[src/rtl/reorder_buffer.sv]
// Circular reorder buffer: allocates entries at dispatch, collects CDB results,
// and retires in program order with registered commit/store/flush pulses.
module reorder_buffer #(
  parameter int RoB_WIDTH = 3
) (
  input  logic                 clk_in,
  input  logic                 rst_in,
  input  logic                 rdy_in,
  input  logic                 issue_en,
  input  logic [1:0]           issue_type,
  input  logic [4:0]           issue_rd,
  input  logic [31:0]          issue_pc,
  input  logic                 issue_pred_taken,
  output logic                 rob_full,
  output logic [RoB_WIDTH-1:0] rob_tail,
  input  logic                 cdb_en,
  input  logic [RoB_WIDTH-1:0] cdb_idx,
  input  logic [31:0]          cdb_value,
  input  logic                 cdb_taken,
  input  logic [31:0]          cdb_target,
  input  logic [RoB_WIDTH-1:0] query1_idx,
  input  logic [RoB_WIDTH-1:0] query2_idx,
  output logic                 query1_ready,
  output logic                 query2_ready,
  output logic [31:0]          query1_value,
  output logic [31:0]          query2_value,
  output logic                 commit_en,
  output logic [RoB_WIDTH-1:0] commit_idx,
  output logic [4:0]           commit_rd,
  output logic [31:0]          commit_value,
  output logic                 store_commit_en,
  output logic                 flush_out,
  output logic [31:0]          flush_pc
);

  localparam int Depth = 1 << RoB_WIDTH;
  localparam int CntW  = RoB_WIDTH + 1;

  typedef enum logic [1:0] {TypeReg, TypeStore, TypeBranch, TypeRsvd} entry_type_e;

  logic [Depth-1:0]     busy_q, ready_q, pred_q, taken_q;
  entry_type_e          type_q   [Depth];
  logic [4:0]           rd_q     [Depth];
  logic [31:0]          pc_q     [Depth];
  logic [31:0]          value_q  [Depth];
  logic [31:0]          target_q [Depth];

  logic [RoB_WIDTH-1:0] head_q, head_d, tail_q, tail_d;
  logic [CntW-1:0]      count_q, count_d;

  logic                 commit_en_q, store_commit_en_q, flush_q;
  logic [RoB_WIDTH-1:0] commit_idx_q;
  logic [4:0]           commit_rd_q;
  logic [31:0]          commit_value_q, flush_pc_q;

  logic                 do_commit, do_issue, do_cdb, mispredict;
  entry_type_e          head_type;

  assign rob_full        = (count_q == CntW'(Depth));
  assign rob_tail        = tail_q;
  assign commit_en       = commit_en_q;
  assign commit_idx      = commit_idx_q;
  assign commit_rd       = commit_rd_q;
  assign commit_value    = commit_value_q;
  assign store_commit_en = store_commit_en_q;
  assign flush_out       = flush_q;
  assign flush_pc        = flush_pc_q;

  // Operand lookups forward a same-cycle CDB broadcast ahead of the stored result
  always_comb begin
    query1_ready = ready_q[query1_idx] || (cdb_en && (cdb_idx == query1_idx));
    query2_ready = ready_q[query2_idx] || (cdb_en && (cdb_idx == query2_idx));
    query1_value = (cdb_en && (cdb_idx == query1_idx)) ? cdb_value : value_q[query1_idx];
    query2_value = (cdb_en && (cdb_idx == query2_idx)) ? cdb_value : value_q[query2_idx];
  end

  // A full buffer may still accept an issue when the head retires in the same cycle
  always_comb begin
    head_type  = type_q[head_q];
    do_commit  = rdy_in && busy_q[head_q] && ready_q[head_q];
    mispredict = do_commit && (head_type == TypeBranch) &&
                 (taken_q[head_q] != pred_q[head_q]);
    do_issue   = rdy_in && issue_en && (!rob_full || do_commit) && !mispredict;
    do_cdb     = rdy_in && cdb_en && busy_q[cdb_idx] && !mispredict;
    head_d     = do_commit ? head_q + RoB_WIDTH'(1) : head_q;
    tail_d     = do_issue ? tail_q + RoB_WIDTH'(1) : tail_q;
    count_d    = count_q + CntW'(do_issue) - CntW'(do_commit);
    if (mispredict) begin
      head_d  = '0;
      tail_d  = '0;
      count_d = '0;
    end
  end

  // Later writes win: commit clears the head, a wrapping issue may reclaim it, flush clears all
  always_ff @(posedge clk_in or negedge rst_in) begin
    if (!rst_in) begin
      head_q            <= '0;
      tail_q            <= '0;
      count_q           <= '0;
      busy_q            <= '0;
      ready_q           <= '0;
      pred_q            <= '0;
      taken_q           <= '0;
      commit_en_q       <= 1'b0;
      store_commit_en_q <= 1'b0;
      flush_q           <= 1'b0;
      commit_idx_q      <= '0;
      commit_rd_q       <= '0;
      commit_value_q    <= '0;
      flush_pc_q        <= '0;
      for (int i = 0; i < Depth; i++) begin
        type_q[i]   <= TypeReg;
        rd_q[i]     <= '0;
        pc_q[i]     <= '0;
        value_q[i]  <= '0;
        target_q[i] <= '0;
      end
    end else begin
      head_q            <= head_d;
      tail_q            <= tail_d;
      count_q           <= count_d;
      commit_en_q       <= 1'b0;
      store_commit_en_q <= 1'b0;
      flush_q           <= 1'b0;
      if (do_cdb) begin
        ready_q[cdb_idx]  <= 1'b1;
        value_q[cdb_idx]  <= cdb_value;
        taken_q[cdb_idx]  <= cdb_taken;
        target_q[cdb_idx] <= cdb_target;
      end
      if (do_commit) begin
        busy_q[head_q]  <= 1'b0;
        ready_q[head_q] <= 1'b0;
        commit_idx_q    <= head_q;
        commit_rd_q     <= rd_q[head_q];
        commit_value_q  <= value_q[head_q];
        case (head_type)
          TypeStore:  store_commit_en_q <= 1'b1;
          TypeBranch: begin
            if (mispredict) begin
              flush_q    <= 1'b1;
              flush_pc_q <= taken_q[head_q] ? target_q[head_q] : pc_q[head_q] + 32'd4;
            end
          end
          default:    commit_en_q <= (rd_q[head_q] != 5'd0);
        endcase
      end
      if (do_issue) begin
        busy_q[tail_q]  <= 1'b1;
        ready_q[tail_q] <= 1'b0;
        type_q[tail_q]  <= entry_type_e'(issue_type);
        rd_q[tail_q]    <= issue_rd;
        pc_q[tail_q]    <= issue_pc;
        pred_q[tail_q]  <= issue_pred_taken;
      end
      if (mispredict) begin
        busy_q  <= '0;
        ready_q <= '0;
      end
    end
  end

endmodule

[config.mk]
export PLATFORM = sky130hd
export DESIGN_NAME = reorder_buffer
export DESIGN_NICKNAME = d
export VERILOG_FILES = /design/src/rtl/reorder_buffer.sv
export SDC_FILE = /design/constraint.sdc
export NUM_CORES = 2
export LEC_CHECK = 0
export BUFFER_PORTS_ARGS = -buffer_cell sky130_fd_sc_hd__buf_2
export CAP_MARGIN = 30
export CORE_MARGIN = 1
export CORE_UTILIZATION = 45
export DETAILED_ROUTE_END_ITERATION = 12
export GPL_TIMING_DRIVEN = 0
export PLACE_DENSITY = 0.7
export SETUP_SLACK_MARGIN = 0.4
export SYNTH_ARGS = -nofsm -noshare
export SYNTH_HDL_FRONTEND = slang
export SYNTH_SLANG_ARGS = --single-unit
[constraint.sdc]
create_clock -name clk_in -period 4.9 [get_ports clk_in]
set_input_delay 0.98 -clock clk_in [delete_from_list [all_inputs] [get_ports clk_in]]
set_output_delay 0.98 -clock clk_in [all_outputs]
set_load 0.01 [all_outputs]
==> impl_metrics.yaml <==
detailed_routing:
  wl_per_cell_um: 28.6
  top_layer_used: "met5"
  viasPerCell: 6.16
  drt_iter0_drc: 3394
  wl_met3_um: 15700
  met2WireLength_um: 71600
  drc: 0
  wl_met1_um: 62500
  first_pass_iters: 5
  ant_nets: 0
  drt-total-wl_um: 157000
  vias: 33900
synth:
  synthMuxAreaShare_pct: 35.9
  synthTopCellsByArea: "dfrtp_1 49%, mux2_2 20%, mux4_2 8.9%, mux2i_1 5.6%, a21oi_1 3.1%"
  synthXorXnorAreaFrac_pct: 0.699
  postSynthAreaPerCell_um2: 13.2
  yosys.area.top_type: "dfrtp_1"
  synth-async-reset-ratio_pct: 100
  synth_common_cells: "941 x dfrtp_1, 847 x mux2_2, 291 x a21oi_1"
  ys.flop_type: "dfrtp_1"
  synth_top_family_by_area: "multiplexers"
  synthAdderAreaFrac_pct: 0.305
  synth.yosys.seq_area_share_pct: 49.4
  synth.most_common_cell: "dfrtp_1"
  synthCells: 3610
  netlist_area_mm2: 0.0476
  synthSimpleGateAreaFrac_pct: 4.21
  synth_edf_count: 0
  synth_top_area_share_pct: 49.4
  mappedNetlistNets: 3740
  yosys_warnings: 0
  synth_compound_area_share_pct: 6.07
  synth-seq-cells: 941
  ys_types: 79
grt:
  gr-usage-all-layers_pct: 29.3
  grt_max_degree: 121
  antenna_found_initial: 35
  grt_pass1_wl_um: 231000
  grt_overflow_total: 0
  grt_pass1_vias: 34100
clock_network:
  clockBufferDepth: 3
  postCtsHoldBufs: 0
  path_clk_slew_ns: 0.06
  cts_buffers: 99
  h-tree-depth: 3
  cts_sinks: 941
  clkLatencyLatePin_ns: 0.71
  cts_tree: "yes"
  cts-root-buf: "clkbuf_16"
sta:
  fmax_mhz: 218
  setup_viol: 0
  setup_tns_ns: 0
  whs_ns: 0.317
  finalMaxSlewViolations: 0
  tightest_slew_ns: 1.01
  layout_min_cycle_time_ns: 4.59
  fin_crit_sh_pct: 93.6
  worst_slack_ns: 0.312
  finalHoldViolCount: 0
  worst_clock_skew_ns: 0.0537
  rsz0062_at_grt: "true"
  slew_headroom_pct: 32.6
cells_and_area:
  syn2layout_area_growth_pct: 17.2
  layout-drive-gt1-share_pct: 44.0
  nets: 4160
  fin_cells: 5503
  nFillCells: 8834
floorplanning:
  core_area_mm2: 0.104
  ios: 264
  dieArea_mm2: 0.107
  rows: 118
  dieHeight_um: 327
  die_w_um: 327
  start_util_pct: 45.7
placement:
  gp_congestion: 0.905
  hpwlAfterDp_um: 107000
  portBuffers: 225
  place_inst: 5245
  place_ws_ns: -2.23
worst_setup_path:
  worstSetupPathType: "reg2reg"
  critPathLaunchType: "flop"
  crit_arrival_ns: 5.18
  crit_required_ns: 5.49
  end_kind: "flop"
  worstPathMaxFanout: 10
status:
  status: "complete, no violations"
pwr:
  clockPowerShare_pct: 21.2
  leakage_nw: 25.0
  switching_power_w: 0.0138
  power_density_mw_per_mm2: 654
  power.total_w: 0.0365
  p_seq_share_pct: 35.2
  switching_share_pct: 37.7
  p_comb_share_pct: 43.6
  irDropWorstVdd_uv: 368
  power.internal_w: 0.0227
flow_run:
  cap_violations: 0
min_path:
  hold_path_class: "in2async"
==> stage by stage <==
step                      util [%]  cell area, µm²
after floorplan                  -           47700
after global placement        48.5           50500
after detailed placement      49.0           51100
after CTS                     53.1           55300
after global routing          53.6           55800
final                         53.6           55800
==> area by class of cell <==
type | instances | area, µm² | share of cell area, %
Antenna cell | 12 | 30.0 | 0.0538
Clock inverter | 25 | 320 | 0.574
Sequential cell | 941 | 23500 | 42.2
Timing Repair Buffer | 319 | 2220 | 3.98
Buffer | 311 | 2220 | 3.98
Tap cell | 1380 | 1730 | 3.09
Multi-Input combinational cell | 2340 | 22600 | 40.6
Inverter | 18 | 77.6 | 0.139
Clock buffer | 157 | 3040 | 5.44
==> placed cells by master, fill, tap and decap left out, types with 94 or more instances in the layout <==
cell and count:
mux2_2 846, clkbuf_16 100, buf_4 98, buf_2 272
clkbuf_1 94, a21oi_1 287, dfrtp_1 940, mux2i_1 267
mux4_2 189, nor2_1 266
==> power by group through the flow <==
stage	sequential [W]	clock, W	combinational, W
3_3_place_gp	0.0127	0	0.0143
5_1_grt	0.0132	0.00812	0.0168
4_1_cts	0.0127	0.00781	0.0154
2_1_floorplan	0.0123	0	0.00984
3_5_place_dp	0.0129	0	0.0147
6_report	0.0128	0.00775	0.0159
==> kinds of logic (layout without fill, tap and decap cells) <==
group / count (synthesis) / in the layout
other: 0 / 12
XOR/XNOR: 38 / 38
buffers and inverters: 329 / 830
adder cells (fa/ha/maj): 11 / 11
multiplexers: 1346 / 1346
flip-flops: 941 / 941
AND/OR/NAND/NOR: 454 / 454
AO/OA/AOI/OAI: 491 / 491
==> layer usage <==
metal  up-vias  GRT usage [%]
met4        32           12.8
met1     17700           39.1
met2      1655           44.6
li1      14100              -
met5         -              0
met3       421           8.25
==> registers in the layout, indices dropped and copies added (netlist names), 16 cells and up <==
signal        cells
flush_pc         32
target_q        256
rd_q             40
type_q           16
value_q         256
pc_q            256
commit_value     32
==> worst paths after layout <==
kind / slack, ns / endpoint / cells after the start / start
setup / recovery: 0.31 / count_q[1]$_DFF_PN0_ / 20 / head_q[1]$_DFFE_PN0P_
hold / removal: 0.32 / value_q[55]$_DFFE_PN0P_ / 1 / rst_in
setup reg to reg: 0.31 / count_q[1]$_DFF_PN0_ / 20 / head_q[1]$_DFFE_PN0P_
hold reg to reg: 0.48 / flush_pc[7]$_DFFE_PN0P_ / 1 / flush_pc[7]$_DFFE_PN0P_
max in group asynchronous: 2.51 / pc_q[73]$_DFFE_PN0P_ / 4 / rst_in
min in group clk_in: 0.48 / flush_pc[7]$_DFFE_PN0P_ / 1 / flush_pc[7]$_DFFE_PN0P_
==> worst max-delay path, stage by stage, from the launching register on <==
cell      delay [ns]
dfrtp_2         0.43
buf_8           0.16
nand2_1         0.29
clkbuf_2        0.41
clkbuf_2        0.43
clkbuf_4        0.39
nor2_1          0.10
nor3_2          0.25
inv_1           0.08
ha_2            0.19
nand3_2         0.10
buf_6           0.13
buf_12          0.11
buf_8           0.09
buf_12          0.11
nand2_4         0.05
ha_4            0.27
inv_2           0.04
ha_4            0.15
fa_2            0.52
and2_4          0.13
==> repair_timing <==
item	CTS	global route
endpoints found under the setup margin	997	696
buffers inserted	35	26
pin swaps	6	10
resized for setup	193	88
No activity file was read; power rests on OpenSTA's default activity.
